`config.mk`:
```
export PLATFORM = sky130hd
export DESIGN_NAME = mmio_initiator
export DESIGN_NICKNAME = d
export VERILOG_FILES = /design/src/rtl/mmio_initiator.sv
export SDC_FILE = /design/constraint.sdc
export NUM_CORES = 1
export LEC_CHECK = 0
export CAP_MARGIN = 30
export CORE_MARGIN = 4
export CORE_UTILIZATION = 30
export DETAILED_ROUTE_END_ITERATION = 10
export PLACE_DENSITY_LB_ADDON = 0.25
export SLEW_MARGIN = 10
export SYNTH_ARGS = -nofsm -noshare
export SYNTH_HDL_FRONTEND = slang
export SYNTH_SLANG_ARGS = --single-unit
```
`constraint.sdc`:
```
create_clock -name clk -period 2.2 [get_ports clk]
set_input_delay 0.22 -clock clk [delete_from_list [all_inputs] [get_ports clk]]
set_output_delay 0.22 -clock clk [all_outputs]
set_load 0.05 [all_outputs]
```
`src/rtl/mmio_initiator.sv`:
```
// rtl/mmio_initiator.sv - single-command MMIO bus master (WRITE/READ/POLL, RMW op under MMIO_INIT_RMW_EN)
module mmio_initiator #(
  parameter int WIDTH     = 32,
  parameter int ADDR_W    = 10,
  parameter int TIMEOUT_W = 16
) (
  input  logic                 clk,
  input  logic                 rst,
  input  logic                 cmd_valid,
  output logic                 cmd_ready,
  input  logic [1:0]           cmd_op,
  input  logic [ADDR_W-1:0]    cmd_addr,
  input  logic [WIDTH-1:0]     cmd_wdata,
  input  logic [WIDTH-1:0]     cmd_mask,
  input  logic [TIMEOUT_W-1:0] cmd_timeout,
  output logic                 rsp_valid,
  input  logic                 rsp_ready,
  output logic [WIDTH-1:0]     rsp_rdata,
  output logic                 rsp_err,
  output logic [ADDR_W-1:0]    bus_address,
  output logic [WIDTH-1:0]     bus_data,
  output logic                 bus_rden,
  output logic                 bus_wren,
  output logic                 bus_clken,
  input  logic [WIDTH-1:0]     bus_q
);

  localparam logic [1:0] OP_WRITE = 2'd0;
  localparam logic [1:0] OP_READ  = 2'd1;
  localparam logic [1:0] OP_POLL  = 2'd2;
  localparam logic [1:0] OP_RMW   = 2'd3;

  localparam logic [TIMEOUT_W-1:0] CNT_ONE = {{(TIMEOUT_W-1){1'b0}}, 1'b1};

  typedef enum logic [3:0] {
    S_IDLE,
    S_WR,
    S_RD_ISSUE,
    S_RD_WAIT,
    S_POLL_ISSUE,
    S_POLL_WAIT,
`ifdef MMIO_INIT_RMW_EN
    S_RMW_RD,
    S_RMW_WAIT,
    S_RMW_WR,
`endif
    S_RESP
  } state_t;

  state_t               state_q, state_d;
  logic [ADDR_W-1:0]    bus_address_q, bus_address_d;
  logic [WIDTH-1:0]     bus_data_q, bus_data_d;
  logic [WIDTH-1:0]     wdata_q, wdata_d;
  logic [WIDTH-1:0]     mask_q, mask_d;
  logic [WIDTH-1:0]     rsp_rdata_q, rsp_rdata_d;
  logic [TIMEOUT_W-1:0] cnt_q, cnt_d;
  logic                 bus_rden_q, bus_rden_d;
  logic                 bus_wren_q, bus_wren_d;
  logic                 bus_clken_q, bus_clken_d;
  logic                 cmd_ready_q, cmd_ready_d;
  logic                 rsp_valid_q, rsp_valid_d;
  logic                 rsp_err_q, rsp_err_d;
  logic                 poll_match;

  // Masked compare of the returned word against the expected value.
  assign poll_match = ((bus_q & mask_q) == (wdata_q & mask_q));

`ifdef MMIO_INIT_RMW_EN
  logic [WIDTH-1:0] rmw_merge;
  // Keep bits outside the field mask, replace bits inside it.
  assign rmw_merge = (bus_q & ~mask_q) | (wdata_q & mask_q);
`endif

  assign cmd_ready   = cmd_ready_q;
  assign rsp_valid   = rsp_valid_q;
  assign rsp_rdata   = rsp_rdata_q;
  assign rsp_err     = rsp_err_q;
  assign bus_address = bus_address_q;
  assign bus_data    = bus_data_q;
  assign bus_rden    = bus_rden_q;
  assign bus_wren    = bus_wren_q;
  assign bus_clken   = bus_clken_q;

  // Next-state, datapath and registered-output decode; strobes derive from the next state.
  always_comb begin
    state_d       = state_q;
    bus_address_d = bus_address_q;
    bus_data_d    = bus_data_q;
    wdata_d       = wdata_q;
    mask_d        = mask_q;
    rsp_rdata_d   = rsp_rdata_q;
    rsp_err_d     = rsp_err_q;
    cnt_d         = cnt_q;

    case (state_q)
      S_IDLE: begin
        if (cmd_valid && cmd_ready_q) begin
          bus_address_d = cmd_addr;
          bus_data_d    = cmd_wdata;
          wdata_d       = cmd_wdata;
          mask_d        = cmd_mask;
          rsp_rdata_d   = '0;
          rsp_err_d     = 1'b0;
          case (cmd_op)
            OP_WRITE: state_d = S_WR;
            OP_READ:  state_d = S_RD_ISSUE;
            OP_POLL: begin
              state_d = S_POLL_ISSUE;
              cnt_d   = (cmd_timeout == '0) ? CNT_ONE : cmd_timeout;
            end
            OP_RMW: begin
`ifdef MMIO_INIT_RMW_EN
              state_d = S_RMW_RD;
`else
              state_d   = S_RESP;
              rsp_err_d = 1'b1;
`endif
            end
          endcase
        end
      end
      S_WR:       state_d = S_RESP;
      S_RD_ISSUE: state_d = S_RD_WAIT;
      S_RD_WAIT: begin
        rsp_rdata_d = bus_q;
        state_d     = S_RESP;
      end
      S_POLL_ISSUE: state_d = S_POLL_WAIT;
      S_POLL_WAIT: begin
        rsp_rdata_d = bus_q;
        if (poll_match) begin
          state_d = S_RESP;
        end else begin
          cnt_d = cnt_q - CNT_ONE;
          if (cnt_q == CNT_ONE) begin
            rsp_err_d = 1'b1;
            state_d   = S_RESP;
          end else begin
            state_d = S_POLL_ISSUE;
          end
        end
      end
`ifdef MMIO_INIT_RMW_EN
      S_RMW_RD: state_d = S_RMW_WAIT;
      S_RMW_WAIT: begin
        rsp_rdata_d = bus_q;
        bus_data_d  = rmw_merge;
        state_d     = S_RMW_WR;
      end
      S_RMW_WR: state_d = S_RESP;
`endif
      S_RESP: begin
        if (rsp_ready) state_d = S_IDLE;
      end
      default: state_d = S_IDLE;
    endcase

    bus_rden_d = (state_d == S_RD_ISSUE) || (state_d == S_POLL_ISSUE)
`ifdef MMIO_INIT_RMW_EN
                 || (state_d == S_RMW_RD)
`endif
                 ;
    bus_wren_d = (state_d == S_WR)
`ifdef MMIO_INIT_RMW_EN
                 || (state_d == S_RMW_WR)
`endif
                 ;
    bus_clken_d = bus_rden_d || bus_wren_d;
    cmd_ready_d = (state_d == S_IDLE);
    rsp_valid_d = (state_d == S_RESP);
  end

  // State and output registers; reset abandons any command in flight.
  always_ff @(posedge clk or negedge rst) begin
    if (!rst) begin
      state_q       <= S_IDLE;
      bus_address_q <= '0;
      bus_data_q    <= '0;
      wdata_q       <= '0;
      mask_q        <= '0;
      rsp_rdata_q   <= '0;
      rsp_err_q     <= 1'b0;
      cnt_q         <= '0;
      bus_rden_q    <= 1'b0;
      bus_wren_q    <= 1'b0;
      bus_clken_q   <= 1'b0;
      cmd_ready_q   <= 1'b1;
      rsp_valid_q   <= 1'b0;
    end else begin
      state_q       <= state_d;
      bus_address_q <= bus_address_d;
      bus_data_q    <= bus_data_d;
      wdata_q       <= wdata_d;
      mask_q        <= mask_d;
      rsp_rdata_q   <= rsp_rdata_d;
      rsp_err_q     <= rsp_err_d;
      cnt_q         <= cnt_d;
      bus_rden_q    <= bus_rden_d;
      bus_wren_q    <= bus_wren_d;
      bus_clken_q   <= bus_clken_d;
      cmd_ready_q   <= cmd_ready_d;
      rsp_valid_q   <= rsp_valid_d;
    end
  end

endmodule

```
==> reports/results.ini, run 1 <==
[pwr]
power_density_nw_per_um2 = 1460
ir_worst_vdd_mv = 0.987
p_leak_nw = 4.38

[clocking]
cts_root_buffer = clkbuf_16
numClockSinks = 132
cts_buffers = 17
cts_tree = built
htreeDepth = 4
clk_latency_ns = 0.42
max-clock-path-buffers = 2
cts.reportedPaths.clkPinSlew_ns = 0.06

[timing]
slew_headroom = 0.506
setup_viol = 0
timing.final.crit_period_ns = 2.17
rsz0062_at_grt = yes
fmax_ghz = 0.460
hold_viol = 0
worst_clock_skew_ns = 0.0134
tightest_slew_ns = 0.741
drv_slew = 0
fin_crit_sh = 0.988

[floorplanning]
pin_count = 208
core_area_um2 = 19500
die_y_um = 149
die_area_um2 = 22200
rows = 51
dieWidth_um = 149
start_util = 0.306

[routing]
wire_per_inst_um = 17.0
postRouteAntennaNets = 0
top_layer_used = met5
drt-met1-wl_mm = 8.50
routed-wl-met2_mm = 9.06
detail_route.wirelength_mm = 19.6
dr.pass1.iters = 5
drcViolationCount = 0
wl_met3_mm = 1.85
drt_iter0_drc = 282
vias_per_cell = 4.69
dr_total_vias = 5388

[yosys]
synth_area_leader_cell = dfrtp_1
netlist_area_um2 = 5970
seq_area_frac_synth = 0.553
synthCells = 623
synth_edf_count = 0
yosysWarnings = 0
synth_area_per_cell_um2 = 9.59
synthFlopType = dfrtp_1
netlist-cell-type-count = 56
async_flop_share = 1.00
synthTopCellsByArea = dfrtp_1, nand2_1, a22o_1
post-synth-top-count-cell = nand2_1
ys_ff_latch = 132
yosys.area.top_type_share = 0.549
ys_top_cells_by_count = nand2_1, dfrtp_1, a22o_1, xor2_1, clkbuf_1
syn-num-nets = 753

[global_routing]
grt_overflow = 0
grt_max_degree = 66
grt_pass1_vias = 5572
grt_antenna_before_repair = 1
grt_usage = 0.177
grt_pass1_wl_mm = 30.4

[cells_and_area]
fin_nets = 1002
drive_above_1_share = 0.155
syn_to_final_growth_pct = 59.4
nFillCells = 1852
stdcell_count = 1150
seqCellArea_um2 = 3330
multi_input_area_um2 = 2650
antenna_cells = 0
final_core_util = 0.488

[worst_setup_path]
worstSetupEndpointType = register
crit_type = reg -> reg
required_ns = 2.50
startpoint_type = register
crit_fanout = 7
critPathArrivalTime_ns = 2.47

[run]
max_cap_viol_count = 0

[hold_path]
hp-class = in -> async

[placed_design]
portBuffers = 207
place_inst = 1114
place_congestion = 0.824
place_hpwl_mm = 13.9

[outcome]
status = completed

-- final cells by class --
class / count / share of cell area
Sequential cell: 132 / 0.350
Multi-Input combinational cell: 454 / 0.278
Timing Repair Buffer: 264 / 0.270
Clock buffer: 19 / 0.0455
Tap cell: 265 / 0.0348
Clock inverter: 13 / 0.0202
Inverter: 3 / 0.00118
-- cells in the final DEF (no fill, tap or decap), types with 3 or more instances in the layout --
cell type | Yosys | final
nor2_1 | 21 | 20
a22o_1 | 32 | 32
o211a_1 | 3 | 3
nand3b_1 | 3 | 3
o32a_1 | 4 | 4
nand3_1 | 9 | 9
dfrtp_1 | 131 | 108
and2_1 | 4 | 3
inv_1 | 3 | 3
o21ai_0 | 3 | 3
o32ai_1 | 4 | 4
a211oi_2 | 0 | 3
nand2b_1 | 6 | 5
nor4_1 | 5 | 5
bufinv_16 | 0 | 4
a31oi_1 | 4 | 3
xor2_1 | 32 | 30
a22oi_2 | 0 | 3
o31ai_1 | 3 | 3
nand4_1 | 9 | 9
or3_1 | 4 | 4
a22oi_1 | 16 | 13
a21oi_1 | 3 | 3
nor3_1 | 17 | 15
buf_4 | 1 | 50
clkdlybuf4s50_1 | 0 | 206
nand2_1 | 230 | 229
buf_12 | 0 | 3
clkbuf_16 | 0 | 18
mux2i_1 | 5 | 5
dfrtp_2 | 0 | 23
inv_6 | 0 | 5
-- cell families (layout without fill, tap and decap cells) --
logic type,Yosys count,after routing,share of synthesized area
simple gates,321,321,0.233
flops,132,132,0.553
compound gates,91,91,0.125
buf+inv,37,299,0.0256
xor+xnor,33,33,0.0484
mux,6,6,0.0103
fa+ha+maj,2,2,0.00419
other cells,1,1,0.000628
-- power breakdown --
| part | leakage [nW] | switching, mW | internal, mW |
|---|---|---|---|
| combinational | 2.43 | 3.94 | 2.59 |
| sequential | 1.65 | 0.764 | 3.50 |
| clock | 0.299 | 1.15 | 1.92 |
| total | 4.38 | 5.85 | 8.00 |
-- layer usage --
metal | track usage | vias up
met3 | 0.0793 | 15
met4 | 0.0435 | 2
met2 | 0.275 | 187
met1 | 0.227 | 2541
met5 | 0 | -
li1 | - | 2643
-- worst paths after layout --
check                                      startpoint                          to  slack (ns)  depth (start not counted)
min in group clk                         cmd_wdata[4]      wdata_q[4]$_DFFE_PN0P_        0.32                          3
hold / removal                                    rst        cnt_q[4]$_DFFE_PN0P_        0.32                          2
max in group asynchronous                         rst     wdata_q[13]$_DFFE_PN0P_        1.18                          3
hold reg to reg            bus_address[4]$_DFFE_PN0P_  bus_address[4]$_DFFE_PN0P_        0.47                          2
setup / recovery              wdata_q[23]$_DFFE_PN0P_       cnt_q[14]$_DFFE_PN0P_        0.03                          6
setup reg to reg              wdata_q[23]$_DFFE_PN0P_       cnt_q[14]$_DFFE_PN0P_        0.03                          6
-- sequential cells by signal, summed over array words and instances (netlist names) --
register,cells
bus_address,10
rsp_err,1
rsp_valid,1
cmd_ready,1
bus_clken,1
rsp_rdata,32
state_q,4
cnt_q,16
wdata_q,32
mask_q,32
bus_rden,1
bus_wren,1
-- critical path, stage by stage, from the launching register on --
cell,delay (ns)
dfrtp_2,0.41
xor2_1,0.16
a22oi_1,0.17
nand4_1,0.16
or4_4,0.66
and2_4,0.22
o311a_1,0.28
-- through the flow --
stage	setup slack [ns]	TNS, ns	total power, mW	hold WS, ns	instance area, µm²
CTS	-0.00533	-0.0104	13.9	0.298	9370
floorplan	0.00417	0	8.06	-0.0756	6000
global placement	-0.503	-9.00	10.7	0.200	8720
global route	-0.0752	-0.445	14.7	0.300	9520
finish	0.0262	0	13.9	0.315	9520
detailed placement	-0.508	-8.79	10.7	0.203	8720
-- what timing repair did --
item                       4_1_cts  5_1_grt
hold buffers                     1        0
setup buffers                    0        2
resized for setup                5       19
setup endpoints to repair       21       15
gates cloned                     0        1
hold endpoints to repair        47        0
pin swaps                        5       17
Note: power is estimated with default switching activity, not from simulation.
==> run 2, diff against run 1 <==
CORE_UTILIZATION = 40   (was 30)
SLEW_MARGIN = unset   (was 10)
clock period = 2.5 ns   (was 2.2 ns; I/O delays follow)
==> run 2 against run 1 <==
- cell count fell by 10%
- die area fell by 24%
- core utilization rose by 12 points
- worst setup slack improved by 0.11 ns
- via count fell by 1.1%
- clock-buffer cell count rose by 5
- clock skew fell by 0.0052 ns
- maximum frequency fell by 7.9%
==> reports/results.ini, run 2 (synthesized netlist as in run 1, its figures left out) <==
[cells_and_area]
nFillCells = 1228  ; -34%
antenna_cells = 0  ; unchanged
layout_common_cells = nand2_1, clkdlybuf4s50_1, dfrtp_1, xor2_1, a22o_1
syn_to_final_growth_pct = 49.2
fin_nets = 967  ; -3.5%
final_area_um2 = 8910  ; -6.4%
drive_above_1_share = 0.0718  ; -0.0830
final_common_cell = nand2_1
final_core_util = 0.611  ; +0.123

[floorplanning]
die_area_um2 = 16900  ; -24%
die_y_um = 130  ; -13%
start_util = 0.409  ; +0.104
pin_count = 208  ; unchanged
rows = 44  ; -14%
dieWidth_um = 130  ; -13%
core_area_um2 = 14600  ; -25%

[placed_design]
place_hpwl_mm = 13.4  ; -3.6%
pre_cts_ws_ns = -0.250  ; +0.258 ns
portBuffers = 207  ; unchanged
place_congestion = 0.883  ; +7.2%
placed_area_um2 = 8320  ; -4.6%

[pwr]
comb_power_share = 0.455  ; -0.016
p_int_mw = 6.52  ; -19%
pwr-share-clk = 0.213  ; -0.008
ir_worst_vdd_mv = 0.870  ; -12%
total_power_mw = 11.5  ; -17%
power_density_nw_per_um2 = 1290  ; -12%
p_leak_nw = 4.15  ; -5.2%
seq_power_share = 0.332  ; +0.024
power.share.switching = 0.431  ; +0.00859
p_sw_mw = 4.94  ; -16%

[clocking]
cts.reportedPaths.clkPinSlew_ns = 0.06  ; about the same
max-clock-path-buffers = 2  ; unchanged
cts_root_buffer = clkbuf_16
cts_tree = built
htreeDepth = 4  ; unchanged
clk_latency_ns = 0.41  ; about the same
numClockSinks = 132  ; unchanged
post_cts.repair.setup_buffers = 0  ; unchanged
cts_buffers = 17  ; unchanged

[timing]
worst_clock_skew_ns = 0.00814  ; -0.00523 ns
setup_ws_ns = 0.141  ; +0.115 ns
timing.final.crit_period_ns = 2.36  ; +0.185 ns
slew_headroom = 0.447  ; -0.0591
fin_crit_sh = 0.944  ; -0.0444
drv_slew = 0  ; unchanged
timing.hold.ws_ns = 0.367  ; +0.0522 ns
setup_viol = 0  ; unchanged
fmax_ghz = 0.424  ; -7.9%
rsz0062_at_grt = no
tightest_slew_ns = 0.829  ; +0.0886 ns
hold_viol = 0  ; unchanged

[routing]
drcViolationCount = 0  ; unchanged
vias_per_cell = 5.15  ; +10%
dr.pass1.iters = 5  ; unchanged
dr_total_vias = 5327  ; -1.1%
detail_route.wirelength_mm = 18.5  ; -5.3%
drt_iter0_drc = 314  ; +11%
wire_per_inst_um = 17.9  ; +5.3%
postRouteAntennaNets = 0  ; unchanged

[worst_setup_path]
worstSetupEndpointType = register
crit_type = reg -> reg
crit_fanout = 19  ; +12
required_ns = 2.78  ; +0.28 ns
startpoint_type = register
critPathArrivalTime_ns = 2.64  ; +0.17 ns

[hold_path]
hp-class = in -> reg

[global_routing]
grt_usage = 0.224  ; +0.0471
grt_pass1_vias = 5673  ; +1.8%
grt_max_degree = 75  ; +14%
grt_pass1_wl_mm = 29.3  ; -3.6%
grt_overflow = 0  ; unchanged
grt_antenna_before_repair = 0  ; -1

[outcome]
status = completed

[run]
max_cap_viol_count = 0  ; unchanged

## run 2: through the flow
stage	setup TNS, ns	instances
final	0	1034
after global routing	0	1034
after CTS	0	1034
after detailed placement	-2.94	1001
after global placement	-1.43	1001
after floorplan	0	623
## run 2: path summary, 6_finish.rpt
| path | from | to | slack, ns | cells past startpoint |
|---|---|---|---|---|
| worst max-delay path | wdata_q[22]$_DFFE_PN0P_ | cnt_q[9]$_DFFE_PN0P_ | 0.14 | 7 |
| worst min-delay path | cmd_wdata[12] | wdata_q[12]$_DFFE_PN0P_ | 0.37 | 3 |
| worst max register to register | wdata_q[22]$_DFFE_PN0P_ | cnt_q[9]$_DFFE_PN0P_ | 0.14 | 7 |
| worst min register to register | mask_q[3]$_DFFE_PN0P_ | mask_q[3]$_DFFE_PN0P_ | 0.47 | 2 |
| max in group asynchronous | rst | rsp_rdata[0]$_DFFE_PN0P_ | 1.27 | 3 |
| min in group asynchronous | rst | cnt_q[9]$_DFFE_PN0P_ | 0.42 | 2 |
## run 2: worst max-delay path: stages, from the launching register on
cell	delay (ns)
dfrtp_1	0.42
xor2_1	0.16
a22oi_1	0.25
nand4_1	0.18
or4_4	0.59
buf_4	0.23
a221oi_1	0.31
a31oi_1	0.08
## run 2: final cells by class
cell class,count,area (µm²),share of cell area
Sequential cell,132,3300,0.371
Multi-Input combinational cell,454,2530,0.284
Timing Repair Buffer,229,2250,0.253
Clock buffer,24,482,0.0541
Tap cell,184,230,0.0258
Clock inverter,8,100,0.0112
Inverter,3,11.3,0.00126
## run 2: metal layers
layer | global-route usage | routed length, µm | vias to the layer above
met5 | 0 | 0 | -
met4 | 0.0807 | 342 | 0
met3 | 0.0884 | 1740 | 23
met2 | 0.358 | 9020 | 200
met1 | 0.276 | 7410 | 2546
li1 | - | - | 2558
## run 2: power groups by stage
stage	clock network, mW	logic, mW	registers [mW]
6_report	2.44	5.21	3.80
2_1_floorplan	0	1.62	5.43
5_1_grt	2.61	5.60	3.94
3_5_place_dp	0	5.26	3.80
4_1_cts	2.50	5.27	3.80
3_3_place_gp	0	5.17	3.76
## run 2: what timing repair did
action / 4_1_cts / 5_1_grt
hold buffers: 1 / 0
resized for setup: 0 / 1
setup endpoints to repair: 0 / 2
hold endpoints to repair: 68 / 0
